### src/rtl/cas_key_pkg.sv
// Shared types and sizing for the CAS-Lock key loader.
package cas_key_pkg;

  localparam int unsigned KEY_W_DEF  = 64;
  localparam int unsigned WORD_W_DEF = 8;
  localparam int unsigned NUM_WORDS  = KEY_W_DEF / WORD_W_DEF;
  localparam int unsigned CSUM_ADDR  = NUM_WORDS;
  localparam int unsigned ADDR_W     = $clog2(NUM_WORDS + 1);

  typedef enum logic [2:0] {
    S_IDLE,
    S_REQ,
    S_WAIT,
    S_CHECK,
    S_ARMED,
    S_LOCKOUT
  } state_e;

endpackage

### src/rtl/cas_key_stage.sv
// Staging register and running XOR accumulator for the key words being fetched.
module cas_key_stage
  import cas_key_pkg::*;
#(
  parameter int unsigned KEY_W  = KEY_W_DEF,
  parameter int unsigned WORD_W = WORD_W_DEF,
  parameter int unsigned AW     = ADDR_W
) (
  input  logic              clk,
  input  logic              rst_n,
  input  logic              clr_i,
  input  logic              we_i,
  input  logic [AW-1:0]     addr_i,
  input  logic [WORD_W-1:0] data_i,
  output logic [KEY_W-1:0]  key_o,
  output logic [WORD_W-1:0] acc_o
);

  localparam int unsigned NW = KEY_W / WORD_W;

  logic [KEY_W-1:0]  key_q, key_d;
  logic [WORD_W-1:0] acc_q, acc_d;

  always_comb begin
    key_d = key_q;
    acc_d = acc_q;
    if (clr_i) begin
      key_d = '0;
      acc_d = '0;
    end else if (we_i) begin
      for (int unsigned w = 0; w < NW; w++) begin
        if (addr_i == AW'(w)) key_d[w*WORD_W +: WORD_W] = data_i;
      end
      acc_d = acc_q ^ data_i;
    end
  end

  always_ff @(posedge clk or negedge rst_n) begin
    if (!rst_n) begin
      key_q <= '0;
      acc_q <= '0;
    end else begin
      key_q <= key_d;
      acc_q <= acc_d;
    end
  end

  assign key_o = key_q;
  assign acc_o = acc_q;

endmodule

### src/rtl/cas_key_loader.sv
// Fetches the CAS-Lock key from NVM, verifies its XOR checksum and presents it
// on the keyinput bus; repeated failures latch a lockout until reset.
module cas_key_loader
  import cas_key_pkg::*;
#(
  parameter int unsigned KEY_W     = KEY_W_DEF,
  parameter int unsigned WORD_W    = WORD_W_DEF,
  parameter int unsigned MAX_RETRY = 3,
  parameter int unsigned TIMEOUT   = 255
) (
  input  logic              clk,
  input  logic              rst_n,
  input  logic              load_start,
  output logic              nvm_req,
  output logic [3:0]        nvm_addr,
  input  logic              nvm_ack,
  input  logic [WORD_W-1:0] nvm_data,
  output logic [KEY_W-1:0]  keyinput,
  output logic              key_valid,
  output logic              busy,
  output logic [3:0]        fail_cnt,
  output logic              lockout
);

  localparam int unsigned N_WORDS = KEY_W / WORD_W;

  state_e              state_q;
  logic [ADDR_W-1:0]   addr_q;
  logic [7:0]          tmo_q;
  logic                tmo_flag_q;
  logic [WORD_W-1:0]   csum_q;
  logic                req_q;
  logic                busy_q;
  logic                valid_q;
  logic [KEY_W-1:0]    key_q;
  logic [3:0]          fail_q;
  logic                lock_q;

  logic                stg_clr, stg_we, csum_ok, retry_ok, start_ok, at_csum;
  logic [KEY_W-1:0]    stg_key;
  logic [WORD_W-1:0]   stg_acc;

  assign start_ok = (state_q == S_IDLE || state_q == S_ARMED) && load_start;
  assign at_csum  = (addr_q == ADDR_W'(N_WORDS));
  assign csum_ok  = !tmo_flag_q && (stg_acc == csum_q);
  assign retry_ok = (32'(fail_q) + 32'd1) < MAX_RETRY;
  assign stg_we   = (state_q == S_WAIT) && nvm_ack && !at_csum;
  // A failed CHECK that still has retries left restarts from a clean stage.
  assign stg_clr  = start_ok || ((state_q == S_CHECK) && !csum_ok && retry_ok);

  cas_key_stage #(
    .KEY_W (KEY_W),
    .WORD_W(WORD_W),
    .AW    (ADDR_W)
  ) u_stage (
    .clk   (clk),
    .rst_n (rst_n),
    .clr_i (stg_clr),
    .we_i  (stg_we),
    .addr_i(addr_q),
    .data_i(nvm_data),
    .key_o (stg_key),
    .acc_o (stg_acc)
  );

  always_ff @(posedge clk or negedge rst_n) begin
    if (!rst_n) begin
      state_q    <= S_IDLE;
      addr_q     <= '0;
      tmo_q      <= '0;
      tmo_flag_q <= 1'b0;
      csum_q     <= '0;
      req_q      <= 1'b0;
      busy_q     <= 1'b0;
      valid_q    <= 1'b0;
      key_q      <= '0;
      fail_q     <= '0;
      lock_q     <= 1'b0;
    end else begin
      case (state_q)
        S_IDLE, S_ARMED: begin
          if (load_start) begin
            state_q    <= S_REQ;
            addr_q     <= '0;
            tmo_flag_q <= 1'b0;
            busy_q     <= 1'b1;
            valid_q    <= 1'b0;
            key_q      <= '0;
          end
        end
        S_REQ: begin
          req_q   <= 1'b1;
          tmo_q   <= 8'(TIMEOUT);
          state_q <= S_WAIT;
        end
        S_WAIT: begin
          // Ack wins over a timeout expiring in the same cycle.
          if (nvm_ack) begin
            req_q <= 1'b0;
            if (at_csum) begin
              csum_q  <= nvm_data;
              state_q <= S_CHECK;
            end else begin
              addr_q  <= addr_q + ADDR_W'(1);
              state_q <= S_REQ;
            end
          end else if (tmo_q <= 8'd1) begin
            req_q      <= 1'b0;
            tmo_q      <= '0;
            tmo_flag_q <= 1'b1;
            state_q    <= S_CHECK;
          end else begin
            tmo_q <= tmo_q - 8'd1;
          end
        end
        S_CHECK: begin
          if (csum_ok) begin
            key_q   <= stg_key;
            valid_q <= 1'b1;
            busy_q  <= 1'b0;
            state_q <= S_ARMED;
          end else begin
            if (fail_q != 4'hF) fail_q <= fail_q + 4'd1;
            if (retry_ok) begin
              addr_q     <= '0;
              tmo_flag_q <= 1'b0;
              state_q    <= S_REQ;
            end else begin
              lock_q  <= 1'b1;
              busy_q  <= 1'b0;
              state_q <= S_LOCKOUT;
            end
          end
        end
        S_LOCKOUT: begin
          state_q <= S_LOCKOUT;
        end
        default: state_q <= S_IDLE;
      endcase
    end
  end

  assign nvm_req   = req_q;
  assign nvm_addr  = addr_q;
  assign keyinput  = key_q;
  assign key_valid = valid_q;
  assign busy      = busy_q;
  assign fail_cnt  = fail_q;
  assign lockout   = lock_q;

endmodule
### config.mk
export PLATFORM = sky130hd
export DESIGN_NAME = cas_key_loader
export DESIGN_NICKNAME = d
export VERILOG_FILES = /design/src/rtl/cas_key_pkg.sv /design/src/rtl/cas_key_stage.sv /design/src/rtl/cas_key_loader.sv
export SDC_FILE = /design/constraint.sdc
export NUM_CORES = 1
export LEC_CHECK = 0
export ABC_AREA = 1
export ABC_CLOCK_PERIOD_IN_PS = 4300
export CORE_MARGIN = 2
export CORE_UTILIZATION = 40
export CTS_CLUSTER_SIZE = 25
export DETAILED_ROUTE_END_ITERATION = 8
export PLACE_DENSITY = 0.68
export SYNTH_ARGS = -nofsm -noshare
export SYNTH_HDL_FRONTEND = slang
export SYNTH_SLANG_ARGS = --single-unit
export TNS_END_PERCENT = 5
### constraint.sdc
create_clock -name clk -period 4.3 [get_ports clk]
set_clock_uncertainty 0.15 [all_clocks]
set_input_delay 0.43 -clock clk [delete_from_list [all_inputs] [get_ports clk]]
set_output_delay 0.43 -clock clk [all_outputs]
set_load 0.01 [all_outputs]
* Yosys cells after proc, flatten, opt, wreduce, memory -nomap -nowiden *
Index checks and enable logic that the tools add are counted.

storage, ports and cells
  output and inout bits = 76
  word-level logic and storage cells = 144
  bits in registers = 168
  input port bits = 12

cells by class
  magnitude comparators = 2
  multiplexer cells = 46
  eq/ne operators = 25
  bitwise logic cells = 3
  reductions and logical operators = 44
  add/sub/neg operators = 4

operator list
  operator                                              count
  two-way mux 64 bit                                    4
  case mux 64 bit (2 select lines)                      1
  two-way mux 8 bit                                     12
  AND reduction 2 bit                                   11
  nonzero test 2 bit                                    11
  two-way mux 4 bit                                     5
  equality test 4 x 3 -> 1 bit (second input constant)  4
  case mux 8 bit (2 select lines)                       1
  two-way mux 3 bit                                     5
  case mux 3 bit (5 select lines)                       1
  AND reduction 3 bit                                   5
  inequality test 2 bit (second input constant)         7
  case mux 4 bit (3 select lines)                       1
  AND reduction 6 bit                                   2
  two-way mux 1 bit                                     11
  adder 4 x 1 -> 4 bit (second input constant)          2
  equality test 4 x 2 -> 1 bit (second input constant)  2
  equality test 8 bit                                   1
  <= comparator 8 x 1 -> 1 bit (second input constant)  1
  subtractor 8 x 1 -> 8 bit (second input constant)     1
  bitwise XOR 8 bit                                     1
  equality test 3 x 2 -> 1 bit (second input constant)  2
  equality test 3 bit (second input constant)           2
  logical AND 1 bit                                     6
  other kinds (19)                                      25

* Logic depth before layout (Yosys ltp) *
  depth after elaboration = 8
  depth in mapped cells = 12
  mapped depth without buffers = 11

* By module *
Synthesis repeated with hierarchy kept, for this count alone.

second synthesis, totals
  cell total of the unflattened synthesis = 863
  area total of the unflattened synthesis = 7578.5 um^2

by module, submodules not included
  module          area each (um^2)  seq. area each (um^2)  cells an instance  times used
  cas_key_loader  4430.5            2402.3                 511                1
  cas_key_stage   3148.0            1801.7                 352                1

* Worst setup path after synthesis *
OpenSTA, ideal clock, no wires.

  path kind = reg-to-reg
  from = reg addr_q[0] (netlist: nvm_addr[0])
  to = reg u_stage.key_q[16] (netlist: u_stage.key_o[16])
  stages on the path, launching flop included = 10
  data arrival time = 1.647 ns
  required time = 4.031 ns
  setup time = 0.119 ns
  path buffers = 1
  period minus slack after synthesis = 1.915 ns
  slack = 2.385 ns
  cells stage by stage = dfrtp_1 > inv_1 > ha_1 > nand3_1 > nand3_4 > buf_6 > nor3_4 > inv_2 > nand4_1 > nand2_1

between the ends
  cells in the longest elaborated chain, start to end = 5
  elaborated cells on any way between the ends = 7
  those cells by class = eq/ne: 2; reduce/logical: 5

RTL lines
  what                                      line                   RTL
  from (decl)                               cas_key_loader.sv:28   logic [ADDR_W-1:0] addr_q;
  from (signal assigned)                    cas_key_loader.sv:104  addr_q <= addr_q + ADDR_W'(1);
  equality test 4 bit                       cas_key_loader.sv:44   assign at_csum = (addr_q == ADDR_W'(N_WORDS));
  zero test 1 bit                           cas_key_loader.sv:47   assign stg_we = (state_q == S_WAIT) && nvm_ack && !at_csum;
  logical AND 1 bit                         cas_key_loader.sv:47
  nonzero test 2 bit (no source line)       n/a
  AND reduction 2 bit (no source line) (*)  n/a
  to (signal assigned)                      cas_key_stage.sv:43    key_q <= key_d;
  to (decl)                                 cas_key_stage.sv:21    logic [KEY_W-1:0] key_q, key_d;

Mark *: on every way between the ends. The rest lies on a longest branch, timed or not.
A chain may end at the register's enable or synchronous reset.

* Worst setup path after layout *
  from = reg fail_q[0] (netlist: fail_cnt[0])
  to = reg u_stage.key_q[30] (netlist: u_stage.key_o[30])

between the ends
  cells in the longest elaborated chain, start to end = 6
  elaborated cells on any way between the ends = 8
  those cells by class = add/sub: 1; order compare: 1; mux: 1; reduce/logical: 5

RTL lines
  what                                  line                   RTL
  from (decl)                           cas_key_loader.sv:36   logic [3:0] fail_q;
  from (signal assigned)                cas_key_loader.sv:123  if (fail_q != 4'hF) fail_q <= fail_q + 4'd1;
  adder 4 x 1 -> 5 bit (*)              cas_key_loader.sv:46   assign retry_ok = (32'(fail_q) + 32'd1) < MAX_RETRY;
  < comparator 5 x 2 -> 1 bit (*)       cas_key_loader.sv:46
  logical AND 1 bit (*)                 cas_key_loader.sv:49   assign stg_clr = start_ok || ((state_q == S_CHECK) && !csum_ok && retry_ok);
  logical OR 1 bit (*)                  cas_key_loader.sv:49
  nonzero test 2 bit (no source line)   n/a
  AND reduction 2 bit (no source line)  n/a

Marked as above.

==> impl_metrics.sql <==
INSERT INTO impl_metrics (metric_group, metric, value, unit) VALUES
('setup_path', 'critPathRequiredTime', '4.46', 'ns'),
('setup_path', 'buffering_stage_count_on_the_worst_path_with_inverters_included', '1', ''),
('timing', 'setup_viol', '0', ''),
('setup_path', 'critical_path_arrival', '2.92', 'ns'),
('detailed_routing', 'postRouteWirelength', '17900', 'um'),
('detailed_routing', 'dr_total_vias', '6177', ''),
('clocking', 'clock_sinks', '168', ''),
('power', 'power_per_cell_area', '480', 'nW/um^2'),
('cells_and_area', 'number_of_inserted_diodes', '0', ''),
('timing', 'fin_tns_setup', '0', 'ns'),
('global_routing', 'antenna_found_initial', '0', ''),
('hold_path', 'timing.hold.worst.class', 'in2async', ''),
('floorplanning', 'chipWidth', '142', 'um'),
('clocking', 'numCtsBuffers', '17', ''),
('global_routing', 'track_usage', '0.186', ''),
('cells_and_area', 'final_instance_area', '9180', 'sq um'),
('clocking', 'post_cts_buffers', '0', ''),
('run_status', 'failed_checks', 'negative hold slack', ''),
('placed_design', 'placement.io_buffers', '87', ''),
('global_routing', 'grt.overflow.total', '0', ''),
('placed_design', 'dpl-instance-area', '8610', 'sq um'),
('setup_path', 'crit_path_cell_trace', 'ha_1 -> xnor2_1 -> nand3_1 -> nor2_1 -> nand3_4 -> buf_4 -> nand4_1 -> nand2_1', ''),
('setup_path', 'cp_max_fo', '69', ''),
('setup_path', 'timing.critical_path.to_type', 'flop', ''),
('power', 'p_leak', '4.56', 'nW'),
('cells_and_area', 'area_delta_synth_final', '20.1', '%'),
('detailed_routing', 'avgRoutedWirePerCell', '15.4', 'um'),
('run_status', 'outcome', 'finished, violations left', ''),
('clocking', 'cts_tree', 'yes', ''),
('clocking', 'max-clock-path-buffers', '2', ''),
('timing', 'timing.slew.headroom', '0.336', ''),
('cells_and_area', 'drive_gt1_frac', '0.0659', ''),
('clocking', 'h-tree-depth', '4', ''),
('floorplanning', 'num_io_pins', '88', ''),
('timing', 'grt_setup_unrepaired', 'no', ''),
('logic_synthesis', 'number_of_storage_elements_in_the_synthesis_netlist', '168', ''),
('timing', 'hold_slack', '-0.00650', 'ns'),
('setup_path', 'cp_slowest_stage_delay', '0.58', 'ns'),
('clocking', 'postCtsResizedCells', '0', ''),
('logic_synthesis', 'synth_nets', '879', ''),
('logic_synthesis', 'post_synth_num_cell_types', '31', ''),
('logic_synthesis', 'netlist_area', '7650', 'sq um'),
('timing', 'finalMaxSlewViolations', '0', ''),
('detailed_routing', 'drt_iter0_markers', '549', ''),
('floorplanning', 'die_height', '142', 'um'),
('clocking', 'cts_hold_buffers', '0', ''),
('setup_path', 'crit_path_category', 'reg2reg', ''),
('floorplanning', 'die_area', '20200', 'sq um'),
('detailed_routing', 'antenna_violating_nets_post_route', '0', ''),
('logic_synthesis', 'synth_warnings', '0', ''),
('cells_and_area', 'finish.net_count', '932', ''),
('timing', 'post-route-min-period', '2.76', 'ns'),
('timing', 'clock.fmax', '0.362', 'GHz'),
('placed_design', 'dp_hpwl', '11300', 'um'),
('floorplanning', 'floorplan.initialDensity', '0.409', ''),
('clocking', 'path_clk_slew', '0.06', 'ns'),
('detailed_routing', 'drt-pass1-iter-count', '6', ''),
('logic_synthesis', 'netlist_instances', '860', ''),
('clocking', 'worst_skew_pair.late_latency', '0.43', 'ns'),
('placed_design', 'place_congestion', '0.808', ''),
('detailed_routing', 'routed_via_density', '5.33', ''),
('timing', 'final.period_utilization', '0.643', ''),
('floorplanning', 'number_of_cell_rows', '50', ''),
('logic_synthesis', 'ys_seq_area_frac', '0.550', ''),
('clocking', 'clockRootBuffer', 'clkbuf_16', ''),
('logic_synthesis', 'avgSynthCellArea', '8.89', 'sq um'),
('timing', 'worst_pin_slew', '0.996', 'ns'),
('timing', 'finalHoldViolations', '7', ''),
('setup_path', 'timing.critical_path.slowest_stage_cell', 'buf_4', ''),
('setup_path', 'start_kind', 'flop', ''),
('global_routing', 'grt_pass1_wl', '29900', 'um'),
('floorplanning', 'core_area', '18700', 'sq um'),
('power', 'irDropWorstVdd', '0.000313', 'V'),
('global_routing', 'grt_pass1_vias', '5816', ''),
('global_routing', 'pin_count_of_the_biggest_net_entering_global_routing', '109', ''),
('detailed_routing', 'drt_drc_violations_left', '0', ''),
('job', 'maxCapViolCount', '0', ''),
('setup_path', 'critPathTopFamily', 'simple AND/OR/NAND/NOR gates', '');
[report_power, final]
part	total [mW]	internal, mW	switching [mW]
sequential	1.87	1.74	0.134
clock	1.50	0.895	0.602
combinational	1.04	0.312	0.727
total	4.41	2.94	1.46
[Yosys cell counts (all sizes together)]
library cell | n | area share
clkbuf | 19 | 0.0093
a22oi | 1 | 0.00098
nor3 | 13 | 0.016
a31oi | 1 | 0.00082
nor2 | 35 | 0.017
xor2 | 10 | 0.011
o211ai | 2 | 0.0020
xnor2 | 7 | 0.0080
a21oi | 9 | 0.0059
ha | 7 | 0.011
nand2 | 242 | 0.12
o21ai | 25 | 0.016
a21o | 1 | 0.00098
dfrtp | 168 | 0.55
buf | 40 | 0.032
nand3 | 85 | 0.060
inv | 62 | 0.030
or2 | 2 | 0.0016
nor3b | 1 | 0.00098
o22a | 1 | 0.0011
o22ai | 1 | 0.00082
nand4 | 128 | 0.10
[state kept, by name (all words and copies together), names as in the netlist]
register,count
lockout,1
busy,1
keyinput,64
fail_cnt,4
key_valid,1
nvm_req,1
u_stage.acc_o,8
u_stage.key_o,64
nvm_addr,4
csum_q,8
tmo_q,8
state_q,3
tmo_flag_q,1
[layer usage]
layer,part of all wire,track usage,vias to the layer above
li1,-,-,3019
met1,0.48,0.264,3001
met2,0.46,0.291,143
met3,0.042,0.0380,14
met4,0.011,0.0511,0
met5,0,0,-
[worst reg2reg max path: cells and delay by family (launching register included)]
| family | cells | cell delay (ns) |
|---|---|---|
| flip-flops | 1 | 0.41 |
| AND/OR/NAND/NOR | 5 | 1.07 |
| XOR/XNOR | 1 | 0.17 |
| buffers and inverters | 1 | 0.61 |
| adder cells (fa/ha/maj) | 1 | 0.23 |
[final timing paths]
path | start | endpoint | slack, ns | cells after the start
max in group asynchronous | rst_n | u_stage.key_o[39] | 3.12 | 2
hold reg to reg | lockout | lockout | 0.32 | 1
hold / removal | rst_n | keyinput[59] | -0.006 | 1
setup / recovery | fail_cnt[0] | u_stage.key_o[30] | 1.54 | 8
setup reg to reg | fail_cnt[0] | u_stage.key_o[30] | 1.54 | 8
min in group clk | lockout | lockout | 0.32 | 1
[logic make-up after synthesis]
kind of cell | synth area share
and+or+nand+nor | 0.319
DFF | 0.550
xor gates and xnor gates | 0.0195
AOI/OAI and AO/OA | 0.0290
buffers and inverters | 0.0713
adders and majority gates | 0.0115
[layout by cell type, fill, tap and decap left out, drive strengths merged, types with 5 or more instances in the layout]
cell           count
nand2            242
dfrtp            168
nand4            128
clkdlybuf4s50     86
nand3             85
inv               62
nor2              35
o21ai             25
clkbuf            23
nor3              13
xor2              10
a21oi              9
xnor2              7
ha                 7
buf                7
clkinv             5
[final cells by class]
cell class	instances	area [sq um]
fillers	1780	9520
flip-flops and latches	168	4200
clock inverters	8	96.3
inverters	62	233
clock buffers	23	478
well taps	234	293
repair buffers	93	955
multi-input cells	571	2920
[metrics by stage]
step / hold WS, ns / instances / util / total power [mW] / setup slack (ns)
final: -0.00650 / 1159 / 0.491 / 4.41 / 1.54
after global placement: 0.313 / 1128 / 0.460 / 2.92 / 1.66
after floorplan: -0.0156 / 860 / - / 2.64 / 2.38
after global routing: 0.104 / 1159 / 0.491 / 4.64 / 1.30
after detailed placement: 0.310 / 1128 / 0.460 / 2.94 / 1.56
after CTS: 0.0470 / 1159 / 0.491 / 4.44 / 1.55
No activity file was read; power rests on OpenSTA's default activity.
